**src/rtl/mnist_pkg.sv**
```systemverilog
// Shared types and helpers for the MNIST dense-layer engine.
// Holds the engine state encoding, width defaults and the packed-slice macro.
`ifndef MNIST_SLICE
`define MNIST_SLICE(idx, w) ((idx)*(w)) +: (w)
`endif

package mnist_pkg;

  typedef enum logic [2:0] {
    S_IDLE,
    S_RUN,
    S_DRAIN,
    S_ARGMAX,
    S_DONE
  } state_t;

  localparam int DEF_NUM_IN      = 784;
  localparam int DEF_NUM_CLASSES = 10;
  localparam int DEF_DATA_W      = 8;
  localparam int DEF_WEIGHT_W    = 8;
  localparam int DEF_ACC_W       = 32;

  // Never returns less than 1 so single-entry ranges still get a real bit.
  function automatic int clog2(input int value);
    int r;
    r = 1;
    while ((1 << r) < value) r = r + 1;
    return r;
  endfunction

endpackage

```
**src/rtl/mnist_dense_engine_argmax.sv**
```systemverilog
// Sequential signed argmax: one class per step, strict greater-than so ties keep the lowest index.
// The first step of a scan unconditionally takes class 0; best_idx holds between scans.
module argmax_seq
  import mnist_pkg::*;
#(
  parameter int NUM_CLASSES = DEF_NUM_CLASSES,
  parameter int ACC_W       = DEF_ACC_W
) (
  input  logic                            clk,
  input  logic                            resetn,
  input  logic                            clear,
  input  logic                            step,
  input  logic [NUM_CLASSES*ACC_W-1:0]    scores,
  output logic                            last,
  output logic [clog2(NUM_CLASSES)-1:0]   best_idx
);

  localparam int IW = clog2(NUM_CLASSES);

  logic [IW-1:0]           cnt;
  logic signed [ACC_W-1:0] best_val;
  logic signed [ACC_W-1:0] cand;

  assign cand = scores[`MNIST_SLICE(cnt, ACC_W)];
  assign last = step && (cnt == IW'(NUM_CLASSES - 1));

  always_ff @(posedge clk or negedge resetn) begin
    if (!resetn) begin
      cnt      <= '0;
      best_val <= '0;
      best_idx <= '0;
    end else if (clear) begin
      cnt <= '0;
    end else if (step) begin
      if ((cnt == '0) || (cand > best_val)) begin
        best_val <= cand;
        best_idx <= cnt;
      end
      cnt <= cnt + 1'b1;
    end
  end

endmodule

```
**src/rtl/mnist_dense_engine.sv**
```systemverilog
// Dense-layer engine: streams NUM_IN pixels/weight rows, accumulates NUM_CLASSES scores in parallel,
// optional ReLU, then a sequential argmax. start/busy/done handshake; latency NUM_IN+NUM_CLASSES+2.
module mnist_dense_engine
  import mnist_pkg::*;
#(
  parameter int NUM_IN      = DEF_NUM_IN,
  parameter int NUM_CLASSES = DEF_NUM_CLASSES,
  parameter int DATA_W      = DEF_DATA_W,
  parameter int WEIGHT_W    = DEF_WEIGHT_W,
  parameter int ACC_W       = DEF_ACC_W,
  parameter int RELU        = 0
) (
  input  logic                              clk,
  input  logic                              resetn,
  input  logic                              start,
  output logic                              busy,
  output logic                              done,
  output logic [clog2(NUM_IN)-1:0]          pix_addr,
  input  logic [DATA_W-1:0]                 pix_data,
  input  logic [NUM_CLASSES*WEIGHT_W-1:0]   w_row,
  output logic [NUM_CLASSES*ACC_W-1:0]      scores,
  output logic [clog2(NUM_CLASSES)-1:0]     class_idx
);

  localparam int AW     = clog2(NUM_IN);
  localparam int PROD_W = DATA_W + WEIGHT_W + 1;
  localparam int EXT_W  = (ACC_W > PROD_W) ? ACC_W : PROD_W;
  localparam logic [AW-1:0] LAST_ADDR = AW'(NUM_IN - 1);

  state_t           state_q, state_d;
  logic             dat_vld;
  logic             accept;
  logic             scan_clear;
  logic             scan_step;
  logic             scan_last;
  logic [ACC_W-1:0] acc     [NUM_CLASSES];
  logic [ACC_W-1:0] prod    [NUM_CLASSES];
  logic [ACC_W-1:0] score_q [NUM_CLASSES];

  assign accept     = (state_q == S_IDLE) && start;
  // DRAIN exits once the last returning beat has been absorbed; scores latch on that edge.
  assign scan_clear = (state_q == S_DRAIN) && !dat_vld;
  assign scan_step  = (state_q == S_ARGMAX);
  assign busy       = (state_q == S_RUN) || (state_q == S_DRAIN) || (state_q == S_ARGMAX);
  assign done       = (state_q == S_DONE);

  always_comb begin
    state_d = state_q;
    unique case (state_q)
      S_IDLE:   if (start) state_d = S_RUN;
      S_RUN:    if (pix_addr == LAST_ADDR) state_d = S_DRAIN;
      S_DRAIN:  if (!dat_vld) state_d = S_ARGMAX;
      S_ARGMAX: if (scan_last) state_d = S_DONE;
      S_DONE:   state_d = S_IDLE;
      default:  state_d = S_IDLE;
    endcase
  end

  always_ff @(posedge clk or negedge resetn) begin
    if (!resetn) state_q <= S_IDLE;
    else         state_q <= state_d;
  end

  // Product is exact in EXT_W bits; only the low ACC_W bits feed the wrapping accumulator.
  for (genvar c = 0; c < NUM_CLASSES; c++) begin : g_mac
    logic signed [EXT_W-1:0] px_ext;
    logic signed [EXT_W-1:0] w_ext;
    logic signed [EXT_W-1:0] p_full;
    assign px_ext  = EXT_W'($signed({1'b0, pix_data}));
    assign w_ext   = EXT_W'($signed(w_row[`MNIST_SLICE(c, WEIGHT_W)]));
    assign p_full  = px_ext * w_ext;
    assign prod[c] = p_full[ACC_W-1:0];
  end

  always_ff @(posedge clk or negedge resetn) begin
    if (!resetn) begin
      pix_addr <= '0;
      dat_vld  <= 1'b0;
      for (int c = 0; c < NUM_CLASSES; c++) begin
        acc[c]     <= '0;
        score_q[c] <= '0;
      end
    end else begin
      dat_vld <= (state_q == S_RUN);
      if (state_q == S_RUN) pix_addr <= (pix_addr == LAST_ADDR) ? '0 : pix_addr + 1'b1;
      for (int c = 0; c < NUM_CLASSES; c++) begin
        if (accept)       acc[c] <= '0;
        else if (dat_vld) acc[c] <= acc[c] + prod[c];
        if (scan_clear) score_q[c] <= ((RELU != 0) && acc[c][ACC_W-1]) ? '0 : acc[c];
      end
    end
  end

  always_comb begin
    scores = '0;
    for (int c = 0; c < NUM_CLASSES; c++) scores[`MNIST_SLICE(c, ACC_W)] = score_q[c];
  end

  argmax_seq #(
    .NUM_CLASSES (NUM_CLASSES),
    .ACC_W       (ACC_W)
  ) u_argmax (
    .clk      (clk),
    .resetn   (resetn),
    .clear    (scan_clear),
    .step     (scan_step),
    .scores   (scores),
    .last     (scan_last),
    .best_idx (class_idx)
  );

endmodule

```
**config.mk**
```make
export PLATFORM = sky130hd
export DESIGN_NAME = mnist_dense_engine
export DESIGN_NICKNAME = d
export VERILOG_FILES = /design/src/rtl/mnist_pkg.sv /design/src/rtl/mnist_dense_engine_argmax.sv /design/src/rtl/mnist_dense_engine.sv
export SDC_FILE = /design/constraint.sdc
export NUM_CORES = 2
export LEC_CHECK = 0
export BUFFER_PORTS_ARGS = -buffer_cell sky130_fd_sc_hd__buf_2
export CAP_MARGIN = 5
export CELL_PAD_IN_SITES_DETAIL_PLACEMENT = 0
export CELL_PAD_IN_SITES_GLOBAL_PLACEMENT = 2
export CORE_MARGIN = 5
export CORE_UTILIZATION = 44
export CTS_BUF_LIST = sky130_fd_sc_hd__clkbuf_16
export CTS_CLUSTER_DIAMETER = 80
export CTS_CLUSTER_SIZE = 20
export DETAILED_ROUTE_END_ITERATION = 7
export MAX_ROUTING_LAYER = met4
export PLACE_DENSITY = 0.89
export SYNTH_ARGS = -nofsm -noshare
export SYNTH_HDL_FRONTEND = slang
export SYNTH_SLANG_ARGS = --single-unit
```
**constraint.sdc**
```tcl
create_clock -name clk -period 11.1 [get_ports clk]
set_clock_uncertainty 0.1 [all_clocks]
set_input_delay 1.11 -clock clk [delete_from_list [all_inputs] [get_ports clk]]
set_output_delay 1.11 -clock clk [all_outputs]
set_load 0.05 [all_outputs]
```
==> results.txt <==
fraction of registers with async set/reset - 1.000
yosys warns - 0
DP Wirelength - 164300 um
Peak VDD IR - 216.2 uV
Post-Route Setup TNS - 0 ns
antenna-violating nets left - 0
hold slack - 0.3580 ns
vias per inst - 5.600
clock transition at the registers of the reported paths - 0.08 ns
# setup viols final - 0
Worst Max-Slew Pin Slew - 1.300 ns
peak fanout along the critical path - 35
1st-iter DRT viols - 3193
deepest level of the CTS H-tree - 2
worst-case clock buffer depth - 3
layout cell share with drive strength beyond 1 - 0.1458
Total GRT Usage - 0.2668
IO Port Bufs - 426
Max-Cap Viols - 0
Post-Syn Area per Cell - 9.545 um2
Final Wtd Congestion - 0.9362
Crit-path slowest cell - xnor2_1
P&R area growth vs syn - 8.698%
worst path arrival time - 9.31 ns
vias in the first global route - 52540
RSZ-0062 raised after global routing - no
CP Launch Type - input port
Tcrit/Tclk final - 0.8038
# DRC - 0
synthesized cell area - 66740 um2
Setup WS pre-CTS - 1.520 ns
Final min period - 8.922 ns
Synth Instances - 6992
die span in x - 399.5 um
global route overflow - 0
FP Rows - 143
Mapped Nets - 8269
Max-slew headroom - 0.1331
final WL - 210400 um
CTS Root Cell - clkbuf_16
Layout Nets - 8533
cts bufs inserted - 46
initial antenna violation count - 19
DR WL/cell - 22.58 um
sequential-to-total area share from yosys stat - 0.2602
Post-CTS Hold Fix Bufs - 0
Setup crit end kind - flip-flop
Post-Place Cells - 9238
Main synth FF type - dfrtp_1
Fin. Hold Viols - 0
CP Class - in -> reg
Clock Latency Late Sink - 0.64 ns
number of flops mapped to enable cells by yosys - 0
max-slew violation count - 0
TritonCTS clock tree - built
FILL cells - 14500
Initial Util - 0.4409
final setup margin - 2.178 ns
worst reg2reg path endpoint - u_argmax.best_val[17]$_DFFE_PN0P_
Yosys cell types - 91
drt first pass iters - 6
r2r startpoint - u_argmax.cnt[0]$_DFFE_PN0P_
cells on worst reg2reg path - 14
Max Clk Rate - 112.1 MHz
post_cts resized - 0
leak pwr - 0.03721 uW
CP max stage delay - 0.81 ns
FF+latch count, synth - 694
Post-CTS Setup Inserts - 0
run status - complete, no violations
fin cells - 9316
I/O pins - 427
Die Y - 399.5 um
first-pass GRT wire length - 317900 um
Clock Sinks - 694
Die Footprint - 159600 um2
utilization after layout - 0.4792
PD cells - 299.6 nW/um2
routed via count - 52170
Core ar. - 151400 um2
Worst Hold Class - in -> async
required time worst endpoint - 11.49 ns
largest net degree at the start of global routing - 153
reg2reg setup slack - 4.93 ns
report_power, final:
part / internal [uW] / switching [uW] / leakage [uW]
registers: 3360 / 733 / 0.00892
logic: 6770 / 8990 / 0.0276
clock network: 900 / 983 / 0.000725
final cells by class:
cell class | count | area, um2 | area share
Clock inverter | 24 | 302.8 | 0.004174
Multi-Input combinational cell | 5321 | 45800 | 0.6314
Sequential cell | 694 | 17380 | 0.2396
Tap cell | 2030 | 2540 | 0.03501
Antenna cell | 7 | 17.52 | 0.0002415
Inverter | 720 | 2705 | 0.03729
Timing Repair Buffer | 473 | 2620 | 0.03612
Clock buffer | 47 | 1176 | 0.01621
per-stage QoR:
| step | power, uW | area (um2) |
|---|---|---|
| 4_1_cts | 21790 | 72520 |
| 5_1_grt | 23790 | 72530 |
| 3_3_place_gp | 19550 | 71040 |
| 6_report | 21730 | 72540 |
| 2_1_floorplan | 16000 | 66740 |
| 3_5_place_dp | 19780 | 71040 |
how the worst max path moves through the flow:
| stage | from | endpoint | slack (ns) | depth (start not counted) |
|---|---|---|---|---|
| 2_1_floorplan | pix_data[5] | acc[159]$_DFFE_PN0P_ | 2.80 | 30 |
| 3_3_place_gp | pix_data[5] | acc[29]$_DFFE_PN0P_ | 1.61 | 29 |
| 3_5_place_dp | pix_data[5] | acc[29]$_DFFE_PN0P_ | 1.52 | 29 |
| 4_1_cts | pix_data[5] | acc[29]$_DFFE_PN0P_ | 2.20 | 29 |
| 5_1_grt | pix_data[5] | acc[159]$_DFFE_PN0P_ | 1.69 | 29 |
| 6_report | pix_data[5] | acc[29]$_DFFE_PN0P_ | 2.18 | 29 |
synthesized netlist by cell type, drive strengths merged (14+ instances only):
cell type | count | share of area
xnor2 | 251 | 0.033
o31ai | 22 | 0.0026
inv | 719 | 0.040
nand3 | 81 | 0.0061
o211ai | 25 | 0.0029
or3 | 27 | 0.0025
a221oi | 37 | 0.0049
ha | 806 | 0.15
buf | 38 | 0.0022
a21oi | 408 | 0.031
and2 | 428 | 0.040
nor4 | 14 | 0.0013
a211oi | 67 | 0.0077
o21ai | 263 | 0.020
xor2 | 118 | 0.015
nor3 | 91 | 0.0069
a21o | 172 | 0.019
nand2b | 73 | 0.0068
o21bai | 57 | 0.0064
nand2 | 504 | 0.028
dfrtp | 694 | 0.26
a31oi | 38 | 0.0037
clkbuf | 219 | 0.012
nand4 | 36 | 0.0034
fa | 380 | 0.11
mux2i | 142 | 0.021
o21a | 69 | 0.0078
mux2 | 388 | 0.065
nor2 | 470 | 0.026
mux4 | 65 | 0.022
and3 | 41 | 0.0038
nor2b | 59 | 0.0056
routing by layer:
layer  up-vias  share of wire  global-route usage
li1      24480              -                   -
met1     26270           0.42              0.3385
met3       228          0.059             0.03980
met4         0          0.038             0.08584
met2      1194           0.48              0.4411
met5         -              0                   -
cell usage in the layout (no fill, tap or decap), drive strengths merged, types with 12 or more instances in the layout:
cell    instances
a211o          12
a211oi         67
a21o          172
a21oi         408
a221oi         37
a31oi          38
and2          428
and3           41
buf           473
clkbuf         47
dfrtp         694
fa            380
ha            806
inv           729
mux2          388
mux2i         142
mux4           65
nand2         504
nand2b         73
nand3          81
nand4          36
nor2          470
nor2b          59
nor3           91
nor4           14
o211ai         25
o21a           69
o21ai         263
o21bai         57
o31ai          22
or2            12
or3            27
xnor2         251
xor2          118
state kept, by name, summed over array words and instances (netlist names):
register,flops
acc,320
u_argmax.cnt,4
pix_addr,10
scores,320
u_argmax.best_idx,4
state_q,3
dat_vld,1
u_argmax.best_val,32
critical path: cells and delay by family:
kind,cells,cell delay [ns]
buf+inv,6,1.68
fa+ha+maj,6,2.84
xor+xnor,2,0.98
compound gates,10,1.92
simple gates,5,0.74
cells by family (layout without fill, tap and decap cells):
| group | Yosys count | count (layout) | share of synthesized area |
|---|---|---|---|
| xor gates and xnor gates | 369 | 369 | 0.04843 |
| muxes | 595 | 595 | 0.1087 |
| DFF | 694 | 694 | 0.2602 |
| and+or+nand+nor | 1871 | 1871 | 0.1370 |
| adders and majority gates | 1186 | 1186 | 0.2651 |
| other | 0 | 7 | 0 |
| AOI/OAI and AO/OA | 1300 | 1300 | 0.1254 |
| buffers and inverters | 977 | 1264 | 0.05508 |
No activity file was read; power rests on OpenSTA's default activity.
